--- src/rtl/and14_qual_pkg.sv ---
// Shared types and constants for the 14-input AND event qualifier.
// Latency: n/a (declarations only).
// Backpressure: n/a.
//
// Contents:
//   NUM_IN      number of product-term inputs
//   state_t     qualifier FSM state encoding (2 bits)
//   hcnt_width  width of the hold/release run counter
package and14_qual_pkg;

  localparam int NUM_IN = 14;

  typedef enum logic [1:0] {
    IDLE    = 2'd0,
    ARMING  = 2'd1,
    ACTIVE  = 2'd2,
    RELEASE = 2'd3
  } state_t;

  // The run counter only ever counts up to max(hold, rel) - 1. The extra
  // bit keeps the width at least 1 when both parameters are 1.
  function automatic int hcnt_width(input int hold_cyc, input int rel_cyc);
    int m;
    m = (hold_cyc > rel_cyc) ? hold_cyc : rel_cyc;
    return $clog2(m) + 1;
  endfunction

endpackage

--- src/rtl/and14_event_qualifier_if.sv ---
// Signal bundle between the qualifier and whoever drives its product terms.
// Latency: n/a (wires only).
// Backpressure: none; the qualifier accepts a sample on every enabled edge.
//
// Signals:
//   CE   clock enable (0 freezes all qualifier state)
//   CLR  clear of CNT/OVF only
//   A    product-term inputs
//   M    per-input mask, M[i]=0 forces A[i] true
//   Z0   qualified AND level
//   ZR   one-cycle pulse on Z0 rising
//   ZF   one-cycle pulse on Z0 falling
//   CNT  saturating rise-event count
//   OVF  sticky: rise seen while CNT saturated
interface and14_event_qualifier_if #(
  parameter int CNT_W = 8
);
  import and14_qual_pkg::*;

  logic              CE;
  logic              CLR;
  logic [NUM_IN-1:0] A;
  logic [NUM_IN-1:0] M;
  logic              Z0;
  logic              ZR;
  logic              ZF;
  logic [CNT_W-1:0]  CNT;
  logic              OVF;

  // master: the block feeding product terms and consuming the decision
  modport master (
    output CE, CLR, A, M,
    input  Z0, ZR, ZF, CNT, OVF
  );

  // slave: the qualifier itself
  modport slave (
    input  CE, CLR, A, M,
    output Z0, ZR, ZF, CNT, OVF
  );

endinterface

--- src/rtl/evt_sat_counter.sv ---
// Saturating event counter with sticky overflow flag.
// Latency: cnt/ovf update on the edge where inc is sampled high.
// Backpressure: none; ce=0 holds cnt/ovf, including any clr request.
//
// Ports:
//   clk  clock
//   rst  synchronous active-high reset
//   ce   clock enable
//   inc  count one event this edge
//   clr  clear cnt and ovf (an inc on the same edge still counts: cnt=1)
//   cnt  event count, holds at all-ones
//   ovf  sticky, set by an inc while cnt is already all-ones
module evt_sat_counter #(
  parameter int CNT_W = 8
) (
  input  logic             clk,
  input  logic             rst,
  input  logic             ce,
  input  logic             inc,
  input  logic             clr,
  output logic [CNT_W-1:0] cnt,
  output logic             ovf
);

  localparam logic [CNT_W-1:0] CNT_MAX = {CNT_W{1'b1}};
  localparam logic [CNT_W-1:0] CNT_ONE = CNT_W'(1);

  logic [CNT_W-1:0] cnt_q;
  logic             ovf_q;

  always_ff @(posedge clk) begin
    if (rst) begin
      cnt_q <= '0;
      ovf_q <= 1'b0;
    end else if (ce) begin
      if (clr) begin
        // The clear wins over history but not over the event that
        // arrives with it, so a coincident rise is still counted.
        cnt_q <= inc ? CNT_ONE : '0;
        ovf_q <= 1'b0;
      end else if (inc) begin
        if (cnt_q == CNT_MAX) begin
          ovf_q <= 1'b1;
        end else begin
          cnt_q <= cnt_q + CNT_ONE;
        end
      end
    end
  end

  assign cnt = cnt_q;
  assign ovf = ovf_q;

endmodule

--- src/rtl/and14_event_qualifier.sv ---
// Glitch-filtered, masked 14-input AND decision with edge pulses and event count.
// Latency: all-true captured at edge k and held -> Z0 rises at edge k+HOLD_CYC;
//          false captured at edge j -> Z0 falls at edge j+REL_CYC.
// Backpressure: none; CE=0 freezes every register and suppresses ZR/ZF.
//
// Ports:
//   CK   clock
//   CD   synchronous active-high reset, overrides CE
//   bus  slave side of and14_event_qualifier_if (CE, CLR, A, M in;
//        Z0, ZR, ZF, CNT, OVF out)
module and14_event_qualifier
  import and14_qual_pkg::*;
#(
  parameter int HOLD_CYC = 3,
  parameter int REL_CYC  = 2,
  parameter int CNT_W    = 8
) (
  input  logic                        CK,
  input  logic                        CD,
  and14_event_qualifier_if.slave      bus
);

  localparam int HW = hcnt_width(HOLD_CYC, REL_CYC);

  localparam logic [HW-1:0] HCNT_ONE  = HW'(1);
  localparam logic [HW-1:0] HOLD_LAST = HW'(HOLD_CYC - 1);
  localparam logic [HW-1:0] REL_LAST  = HW'(REL_CYC - 1);

  // ---------------------------------------------------------------------
  // Registered state
  // ---------------------------------------------------------------------
  logic [NUM_IN-1:0] areg;
  state_t            state;
  logic [HW-1:0]     hcnt;
  logic              zr_q;
  logic              zf_q;

  // ---------------------------------------------------------------------
  // Next-state signals
  // ---------------------------------------------------------------------
  state_t            state_n;
  logic [HW-1:0]     hcnt_n;
  logic              rise_n;
  logic              fall_n;
  logic              raw;

  // Masked-off inputs read as true, so an all-zero mask is a vacuous match.
  // The mask is applied live, not captured, so a mask change is seen on
  // the very next evaluation.
  assign raw = &(areg | ~bus.M);

  // ---------------------------------------------------------------------
  // Qualifier FSM: next state
  // hcnt counts consecutive agreeing samples in ARMING / RELEASE and is
  // kept at zero in the steady states.
  // ---------------------------------------------------------------------
  always_comb begin
    state_n = state;
    hcnt_n  = hcnt;
    rise_n  = 1'b0;
    fall_n  = 1'b0;

    unique case (state)
      IDLE: begin
        if (raw) begin
          if (HOLD_CYC == 1) begin
            state_n = ACTIVE;
            hcnt_n  = '0;
            rise_n  = 1'b1;
          end else begin
            state_n = ARMING;
            hcnt_n  = HCNT_ONE;
          end
        end
      end

      ARMING: begin
        if (!raw) begin
          state_n = IDLE;
          hcnt_n  = '0;
        end else if (hcnt == HOLD_LAST) begin
          state_n = ACTIVE;
          hcnt_n  = '0;
          rise_n  = 1'b1;
        end else begin
          hcnt_n  = hcnt + HCNT_ONE;
        end
      end

      ACTIVE: begin
        if (!raw) begin
          if (REL_CYC == 1) begin
            state_n = IDLE;
            hcnt_n  = '0;
            fall_n  = 1'b1;
          end else begin
            state_n = RELEASE;
            hcnt_n  = HCNT_ONE;
          end
        end
      end

      RELEASE: begin
        // Bouncing back to ACTIVE keeps Z0 high throughout: not a rise.
        if (raw) begin
          state_n = ACTIVE;
          hcnt_n  = '0;
        end else if (hcnt == REL_LAST) begin
          state_n = IDLE;
          hcnt_n  = '0;
          fall_n  = 1'b1;
        end else begin
          hcnt_n  = hcnt + HCNT_ONE;
        end
      end

      default: begin
        state_n = IDLE;
        hcnt_n  = '0;
      end
    endcase
  end

  // ---------------------------------------------------------------------
  // Capture register, state register and edge pulses
  // ---------------------------------------------------------------------
  always_ff @(posedge CK) begin
    if (CD) begin
      areg  <= '0;
      state <= IDLE;
      hcnt  <= '0;
      zr_q  <= 1'b0;
      zf_q  <= 1'b0;
    end else if (bus.CE) begin
      areg  <= bus.A;
      state <= state_n;
      hcnt  <= hcnt_n;
      zr_q  <= rise_n;
      zf_q  <= fall_n;
    end else begin
      // Frozen edge: state holds but pulses must not be stretched.
      zr_q  <= 1'b0;
      zf_q  <= 1'b0;
    end
  end

  // Z0 decodes directly from the state register, so it is a registered level.
  assign bus.Z0 = (state == ACTIVE) || (state == RELEASE);
  assign bus.ZR = zr_q;
  assign bus.ZF = zf_q;

  // ---------------------------------------------------------------------
  // Rise-event counter. It sees the same CE as the FSM, so a rise is
  // counted on exactly the edge that enters ACTIVE.
  // ---------------------------------------------------------------------
  evt_sat_counter #(
    .CNT_W (CNT_W)
  ) u_evt_cnt (
    .clk (CK),
    .rst (CD),
    .ce  (bus.CE),
    .inc (rise_n),
    .clr (bus.CLR),
    .cnt (bus.CNT),
    .ovf (bus.OVF)
  );

endmodule

--- src/flat_wrapper.sv ---
// flat-port wrapper written by rule: the top's interface ports become plain ports
module and14_event_qualifier_flat import and14_qual_pkg::*;
#(
  parameter int HOLD_CYC = 3,
  parameter int REL_CYC  = 2,
  parameter int CNT_W    = 8
)
  (CK, CD, bus_CE, bus_CLR, bus_A, bus_M, bus_Z0, bus_ZR, bus_ZF, bus_CNT, bus_OVF);
  and14_event_qualifier_if #(.CNT_W(CNT_W)) bus_i ();
  input  logic CK;
  input  logic CD;
  input wire logic [$bits(bus_i.CE)-1:0] bus_CE;
  input wire logic [$bits(bus_i.CLR)-1:0] bus_CLR;
  input wire logic [$bits(bus_i.A)-1:0] bus_A;
  input wire logic [$bits(bus_i.M)-1:0] bus_M;
  output wire logic [$bits(bus_i.Z0)-1:0] bus_Z0;
  output wire logic [$bits(bus_i.ZR)-1:0] bus_ZR;
  output wire logic [$bits(bus_i.ZF)-1:0] bus_ZF;
  output wire logic [$bits(bus_i.CNT)-1:0] bus_CNT;
  output wire logic [$bits(bus_i.OVF)-1:0] bus_OVF;
  assign bus_i.CE = bus_CE;
  assign bus_i.CLR = bus_CLR;
  assign bus_i.A = bus_A;
  assign bus_i.M = bus_M;
  assign bus_Z0 = bus_i.Z0;
  assign bus_ZR = bus_i.ZR;
  assign bus_ZF = bus_i.ZF;
  assign bus_CNT = bus_i.CNT;
  assign bus_OVF = bus_i.OVF;
  and14_event_qualifier #(.HOLD_CYC(HOLD_CYC), .REL_CYC(REL_CYC), .CNT_W(CNT_W)) u_core (.CK(CK), .CD(CD), .bus(bus_i));
endmodule
--- config.mk ---
export PLATFORM = sky130hd
export DESIGN_NAME = and14_event_qualifier_flat
export DESIGN_NICKNAME = d
export VERILOG_FILES = /design/src/rtl/and14_qual_pkg.sv /design/src/rtl/and14_event_qualifier_if.sv /design/src/rtl/evt_sat_counter.sv /design/src/rtl/and14_event_qualifier.sv /design/src/flat_wrapper.sv
export SDC_FILE = /design/constraint.sdc
export NUM_CORES = 1
export LEC_CHECK = 0
export ABC_AREA = 1
export CAP_MARGIN = 0
export CORE_MARGIN = 5
export CORE_UTILIZATION = 40
export DETAILED_ROUTE_END_ITERATION = 8
export GPL_TIMING_DRIVEN = 1
export PLACE_DENSITY = 0.73
export SLEW_MARGIN = 20
export SYNTH_ARGS = -nofsm -noshare
export SYNTH_HDL_FRONTEND = slang
export SYNTH_SLANG_ARGS = --single-unit
--- constraint.sdc ---
create_clock -name CK -period 1.67 [get_ports CK]
set_input_delay 0.501 -clock CK [delete_from_list [all_inputs] [get_ports CK]]
set_output_delay 0.501 -clock CK [all_outputs]
set_load 0.02 [all_outputs]
# Word-level counts from Yosys, hierarchy flattened
# Cells that the tools add are included.
[totals]
register_bits = 30
latchBits = 0
ramBits = 0
romBits = 0
in_bits = 32
word_cells = 60
mem_count = 0
[classes]
n_addsub = 2
multipliers = 0
div = 0
magnitude_cmp = 0
n_eq_ne = 11
n_shift = 0
n_mux = 25
bitwise_logic = 4
reduce_logical = 11
[ops]
columns = ["cell", "count"]
rows = [
  ["2-to-1 mux 8 bit", 3],
  ["2-to-1 mux 3 bit", 6],
  ["inverter 14 bit", 1],
  ["bitwise OR 14 bit", 1],
  ["AND reduction 14 bit", 1],
  ["2-to-1 mux 2 bit", 6],
  ["case mux 3 bit (4 select lines)", 1],
  ["AND reduction 3 bit", 3],
  ["adder 8 x 1 -> 8 bit (second input constant)", 1],
  ["== test 8 bit (second input constant)", 1],
  ["2-to-1 mux 1 bit", 8],
  ["case mux 2 bit (4 select lines)", 1],
  ["AND reduction 5 bit", 1],
  ["== test 2 bit (second input constant)", 2],
  ["inequality test 2 bit (second input constant)", 2],
  ["nonzero test 2 bit", 2],
  ["OR reduction 4 bit", 1],
  ["adder 3 x 1 -> 3 bit (second input constant)", 1],
  ["== test 3 x 1 -> 1 bit (second input constant)", 1],
  ["== test 3 x 2 -> 1 bit (second input constant)", 1],
  ["inequality test 3 x 1 -> 1 bit (second input constant)", 1],
  ["inequality test 3 bit (second input constant)", 1],
  ["== test 2 x 1 -> 1 bit (second input constant)", 1],
  ["zero test 2 bit", 1],
  ["4 further kinds", 5],
]

# Logic depth before layout (Yosys ltp)
[depth]
depth_word = 7
mapped_depth = 13
mapped_depth_nobuf = 12

# Hierarchy
# Synthesis repeated with hierarchy kept, for this count alone.
[hier_totals]
hier_cells = 246
area_unflattened_um2 = 1611.5
[by_module_without_submodules]
columns = ["mod", "instances", "cells_per_inst", "area_each_um2", "seq_area_each_um2"]
rows = [
  ["and14_event_qualifier", 1, 152, 999.7, 420.4],
  ["evt_sat_counter", 1, 94, 611.8, 180.2],
]

# Worst setup path after synthesis
# No wires, ideal clock.
[synth_path]
kind = "register -> register"
startpoint = "reg u_core.u_evt_cnt.cnt_q[1], in the netlist u_core.u_evt_cnt.cnt[1]"
endpoint = "reg u_core.u_evt_cnt.cnt_q[4], in the netlist u_core.u_evt_cnt.cnt[4]"
arrival_ns = 1.611
required_ns = 1.556
path_slack_ns = -0.055
path_stages_with_launch = 14
path_buffers = 1
synth_period_minus_slack_ns = 1.725
cell_sequence = "dfxtp_1 > ha_1 > nand2_1 > inv_2 > nand2_1 > nor2_2 > nand3_1 > inv_2 > nand3_4 > nand3_4 > buf_6 > nand2_1 > nand2_1 > nor2_1"
[synth_between]
elab_chain_len = 4
elab_cells_between_ends = 7
classes_between = "1 x add/sub; 2 x eq/ne; 3 x mux; 1 x reduce/logical"
[synth_lines]
columns = ["item", "line", "rtl"]
rows = [
  ["from (decl)", "evt_sat_counter.sv:28", "logic [CNT_W-1:0] cnt_q;"],
  ["from (signal assigned)", "evt_sat_counter.sv:39", "cnt_q <= inc ? CNT_ONE : '0;"],
  ["from (signal assigned)", "evt_sat_counter.sv:45", "cnt_q <= cnt_q + CNT_ONE;"],
  ["adder 8 x 1 -> 8 bit", "evt_sat_counter.sv:45", ""],
  ["2-to-1 mux 8 bit", "evt_sat_counter.sv:42", "if (cnt_q == CNT_MAX) begin"],
  ["2-to-1 mux 8 bit", "evt_sat_counter.sv:41", "end else if (inc) begin"],
  ["2-to-1 mux 8 bit", "evt_sat_counter.sv:36", "if (clr) begin"],
]
# Several ways; a longest one is shown, not always the timed one. The select of a mux whose other input is x is not followed.
# A chain may end at the register's enable or synchronous reset.

# Worst setup path after layout
[layout_path]
startpoint = "in bus_M[2]"
endpoint = "reg u_core.u_evt_cnt.cnt_q[1], in the netlist u_core.u_evt_cnt.cnt[1]"
[layout_between]
elab_chain_len = 7
[layout_lines]
columns = ["item", "line", "rtl"]
rows = [
  ["from (decl)", "flat_wrapper.sv:15", "input wire logic [$bits(bus_i.M)-1:0] bus_M;"],
  ["inverter 14 bit", "and14_event_qualifier.sv:50", "assign raw = &(areg | ~bus.M);"],
  ["bitwise OR 14 bit", "and14_event_qualifier.sv:50", ""],
  ["AND reduction 14 bit", "and14_event_qualifier.sv:50", ""],
  ["2-to-1 mux 1 bit", "and14_event_qualifier.sv:78", "if (!raw) begin"],
  ["2-to-1 mux 1 bit", "and14_event_qualifier.sv:63", "unique case (state)"],
  ["nonzero test 2 bit (no line)", "-", ""],
  ["AND reduction 3 bit (no line)", "-", ""],
]
# Every way passes these cells.

==> summary.md <==
| Metric | Value |
|---|---|
| Grt ovf | `0` |
| Endpoints failing setup | `0` |
| DRT Pass-1 Iters | `4` |
| Initial core utilization | `0.4235` |
| WHS Path Cells | `2` |
| Via density | `4.705` |
| DR iter-0 viols | `77` |
| Period Utilization, post-route | `0.9219` |
| Fmax | `649.5 MHz` |
| Critical Path Fanout Max | `6` |
| Reg clk slew, reported paths | `0.06 ns` |
| GRT Total Usage | `0.1571` |
| Netlist Area Pre-Place | `1585 um2` |
| Drt wl/cell | `11.22 um` |
| Tot Pwr | `1.635 mW` |
| CP Capture Type | `register` |
| Routed Antenna Nets | `0` |
| FF-to-FF path depth | `11` |
| Startpoint Class | `primary input` |
| Die width | `72.96 um` |
| Reg2Reg Setup Slack | `0.14 ns` |
| Most common cell after layout, fill and taps aside | `nand2_1` |
| Row Count | `22` |
| GP Congestion | `0.7811` |
| Placed insts | `343` |
| Reg2reg end | `u_core.u_evt_cnt.cnt[6]` |
| Largest family of logic cells by synthesized area | `simple AND/OR/NAND/NOR gates` |
| Htree depth | `2` |
| Post-synthesis adder-cell area fraction | `0.007893` |
| Slowest stage delay, CP | `0.16 ns` |
| Hold Path End | `u_core.areg[11]` |
| Global-route wire length before repair | `6.555 mm` |
| Slew @ Worst Pin | `0.2818 ns` |
| Final Hold Fails | `0` |
| Final Hold Slack | `0.4464 ns` |
| Status | `completed` |
| Syn_nets | `275` |
| HPWL Detailed | `2.803 mm` |
| Synthesis-to-finish area growth | `50.67%` |
| Full die area | `5322 um2` |
| FF+latch count, synth | `30` |
| Compound-cell area share of the yosys netlist | `0.1586` |
| # IOs | `44` |
| Switching Fraction | `0.2570` |
| Clk_skew | `0.008326 ns` |
| Combinational power share | `0.163` |
| WL final | `3.961 mm` |
| Most frequent cells in the layout | `50 x nand2_1, 26 x inv_1, 26 x dfxtp_1` |
| Pin count of the biggest net entering global routing | `27` |
| CTS Sinks | `30` |
| Most frequent cell on the critical path | `nand2_1` |
| Syn Area/Cell | `6.551 um2` |
| Initial antenna violation count | `0` |
| Via count | `1661` |
| Post-route DRC | `0` |
| Layout cell share with drive strength beyond 1 | `0.2393` |
| Cell Pwr Density | `684.3 nW/um2` |
| Vias in the first global route | `1507` |
| Max-cap viol count | `0` |
| VDD IR max | `0.4701 mV` |
| Static Leak | `1.094 nW` |
| WS Path Type | `primary input to register` |
| Max_slew headroom | `0.8104` |
| Mux share of post-synthesis cell area | `0` |
| Post-Syn Instances | `242` |
| Nets | `337` |
| Pins over their slew limit | `0` |
| Multi-input combinational cell area | `879.6 um2` |
| Clock latency on the worst-skew pair | `0.29 ns` |
| Register area | `608.1 um2` |
| Crit path cell chain | `clkdlybuf4s15_1 -> nand2_1 -> nand2_1 -> nor2_2 -> nand2_2 -> nor2_4 -> nand3_4 -> nand2_4 -> nand3_4 -> nand2_1 -> nand2_1 -> nor2_1` |
| Unrepaired setup endpoints after global routing | `no` |
| NetSw | `0.4200 mW` |
| Hold Crit Class | `register to register` |
| CTS Root Buffer Type | `clkbuf_8` |
| XOR/XNOR share of the synthesized area | `0.005525` |
| IO Port Bufs | `43` |
| Final Core Density | `0.6380` |
| Internal power | `1.215 mW` |
| Slowest CP cell | `clkdlybuf4s15_1` |
| Hold_sp | `u_core.areg[11]` |
| Sequential fraction of design power | `0.467` |
| Post-cts hold buffer count | `0` |
| Final worst path period need | `1.540 ns` |
| Fin cells | `353` |
| Synth Area in Simple Gates | `0.3283` |
| Sequential fraction of the synthesis area | `0.3788` |
| # diodes | `0` |
| Data required, critical path | `1.89 ns` |
| Synth cell types | `25` |
| Filler cell count | `368` |
| Area of the core | `3744 um2` |
| Crit path DAT | `1.76 ns` |
| Reg2reg start | `u_core.u_evt_cnt.cnt[0]` |
| CTS max path bufs | `2` |
| TritonCTS buffer count | `5` |
| Yosys warns | `0` |
| Die H | `72.96 um` |
| Clock share of power | `0.371` |
| CTS tree | `done` |
layout make-up:
type | count | area share
tap | 48 | 0.02514
clock inverter | 1 | 0.002095
multi-input combinational | 165 | 0.3683
timing repair buffer | 64 | 0.2541
inverter | 38 | 0.05972
sequential | 30 | 0.2546
clock buffer | 7 | 0.03614
worst max path at each step:
stage	start	to	slack, ns	cells after the start
floorplan	u_core.u_evt_cnt.cnt[1]	u_core.u_evt_cnt.cnt[4]	0.05	13
global placement	bus_M[2]	u_core.u_evt_cnt.cnt[7]	-0.41	11
detailed placement	bus_M[2]	u_core.u_evt_cnt.cnt[7]	-0.44	11
CTS	bus_M[7]	u_core.u_evt_cnt.cnt[1]	0.02	12
global route	u_core.areg[3]	u_core.u_evt_cnt.cnt[1]	0.0007	12
finish	bus_M[2]	u_core.u_evt_cnt.cnt[1]	0.13	12
repair_timing:
| item | 4_1_cts | 5_1_grt |
|---|---|---|
| gates resized for setup | 41 | 28 |
| setup endpoints to repair | 26 | 13 |
| gates cloned | 1 | 0 |
| pin swaps | 39 | 26 |
| buffers inserted | 0 | 1 |
registers in the layout, indices dropped and copies added (netlist names), named ones only:
signal and count:
u_core.state 1, u_core.bus.ZF 1, u_core.hcnt 3, u_core.areg 14
u_core.bus.ZR 1, u_core.u_evt_cnt.cnt 8, u_core.u_evt_cnt.ovf 1
cells by family after synthesis:
kind of cell | Yosys count
AND/OR/NAND/NOR | 112
XOR/XNOR | 1
AO/OA/AOI/OAI | 50
adder cells (fa/ha/maj) | 1
buffers and inverters | 48
flip-flops | 30
critical path, delay by kind of cell:
family                 cells  cell delay (ns)
AND/OR/NAND/NOR           11             1.11
buffers and inverters      1             0.16
power by group through the flow:
stage	Combinational [mW]	Sequential [mW]	Clock, mW
floorplan	0.116	0.785	0
global placement	0.256	0.776	0
detailed placement	0.259	0.777	0
CTS	0.255	0.761	0.622
global route	0.297	0.765	0.658
finish	0.266	0.763	0.606
metal layers:
layer / up-vias / part of all wire / track usage
met5: - / 0 / 0
li1: 888 / - / -
met4: 0 / 0.013 / 0.06148
met1: 733 / 0.46 / 0.1995
met2: 33 / 0.49 / 0.2545
met3: 7 / 0.043 / 0.03857
Yosys cell counts:
library cell  instances  area, um2
nor3_1                5      25.02
a21oi_1              27      135.1
inv_1                28      105.1
nor4_1                1      6.260
buf_2                 3      15.01
nor2_2                3      18.77
nand2_4               1      11.26
dfxtp_1              30      600.6
o21ai_0              15      75.07
inv_2                 9      33.78
nor2_4                1      11.26
o21ai_1               7      35.03
nand3_4               3      52.55
clkbuf_1              6      22.52
buf_6                 1      11.26
nand2_2               1      6.260
nor2_1               27      101.4
nand3_2               1      10.01
nand2_1              57      214.0
clkinv_1              1      3.750
nand3_1               9      45.04
ha_1                  1      12.51
a31oi_1               1      6.260
nand4_1               3      18.77
xor2_1                1      8.760
per-stage QoR:
stage                     setup slack [ns]  cell area (um2)  TNS, ns
final                               0.1304             2389        0
after global routing             0.0006841             2389        0
after CTS                          0.02486             2321        0
after detailed placement           -0.4400             2205   -5.821
after global placement             -0.4135             2205   -5.526
after floorplan                    0.04656             1588        0
Power figures use the tool's default switching activity.
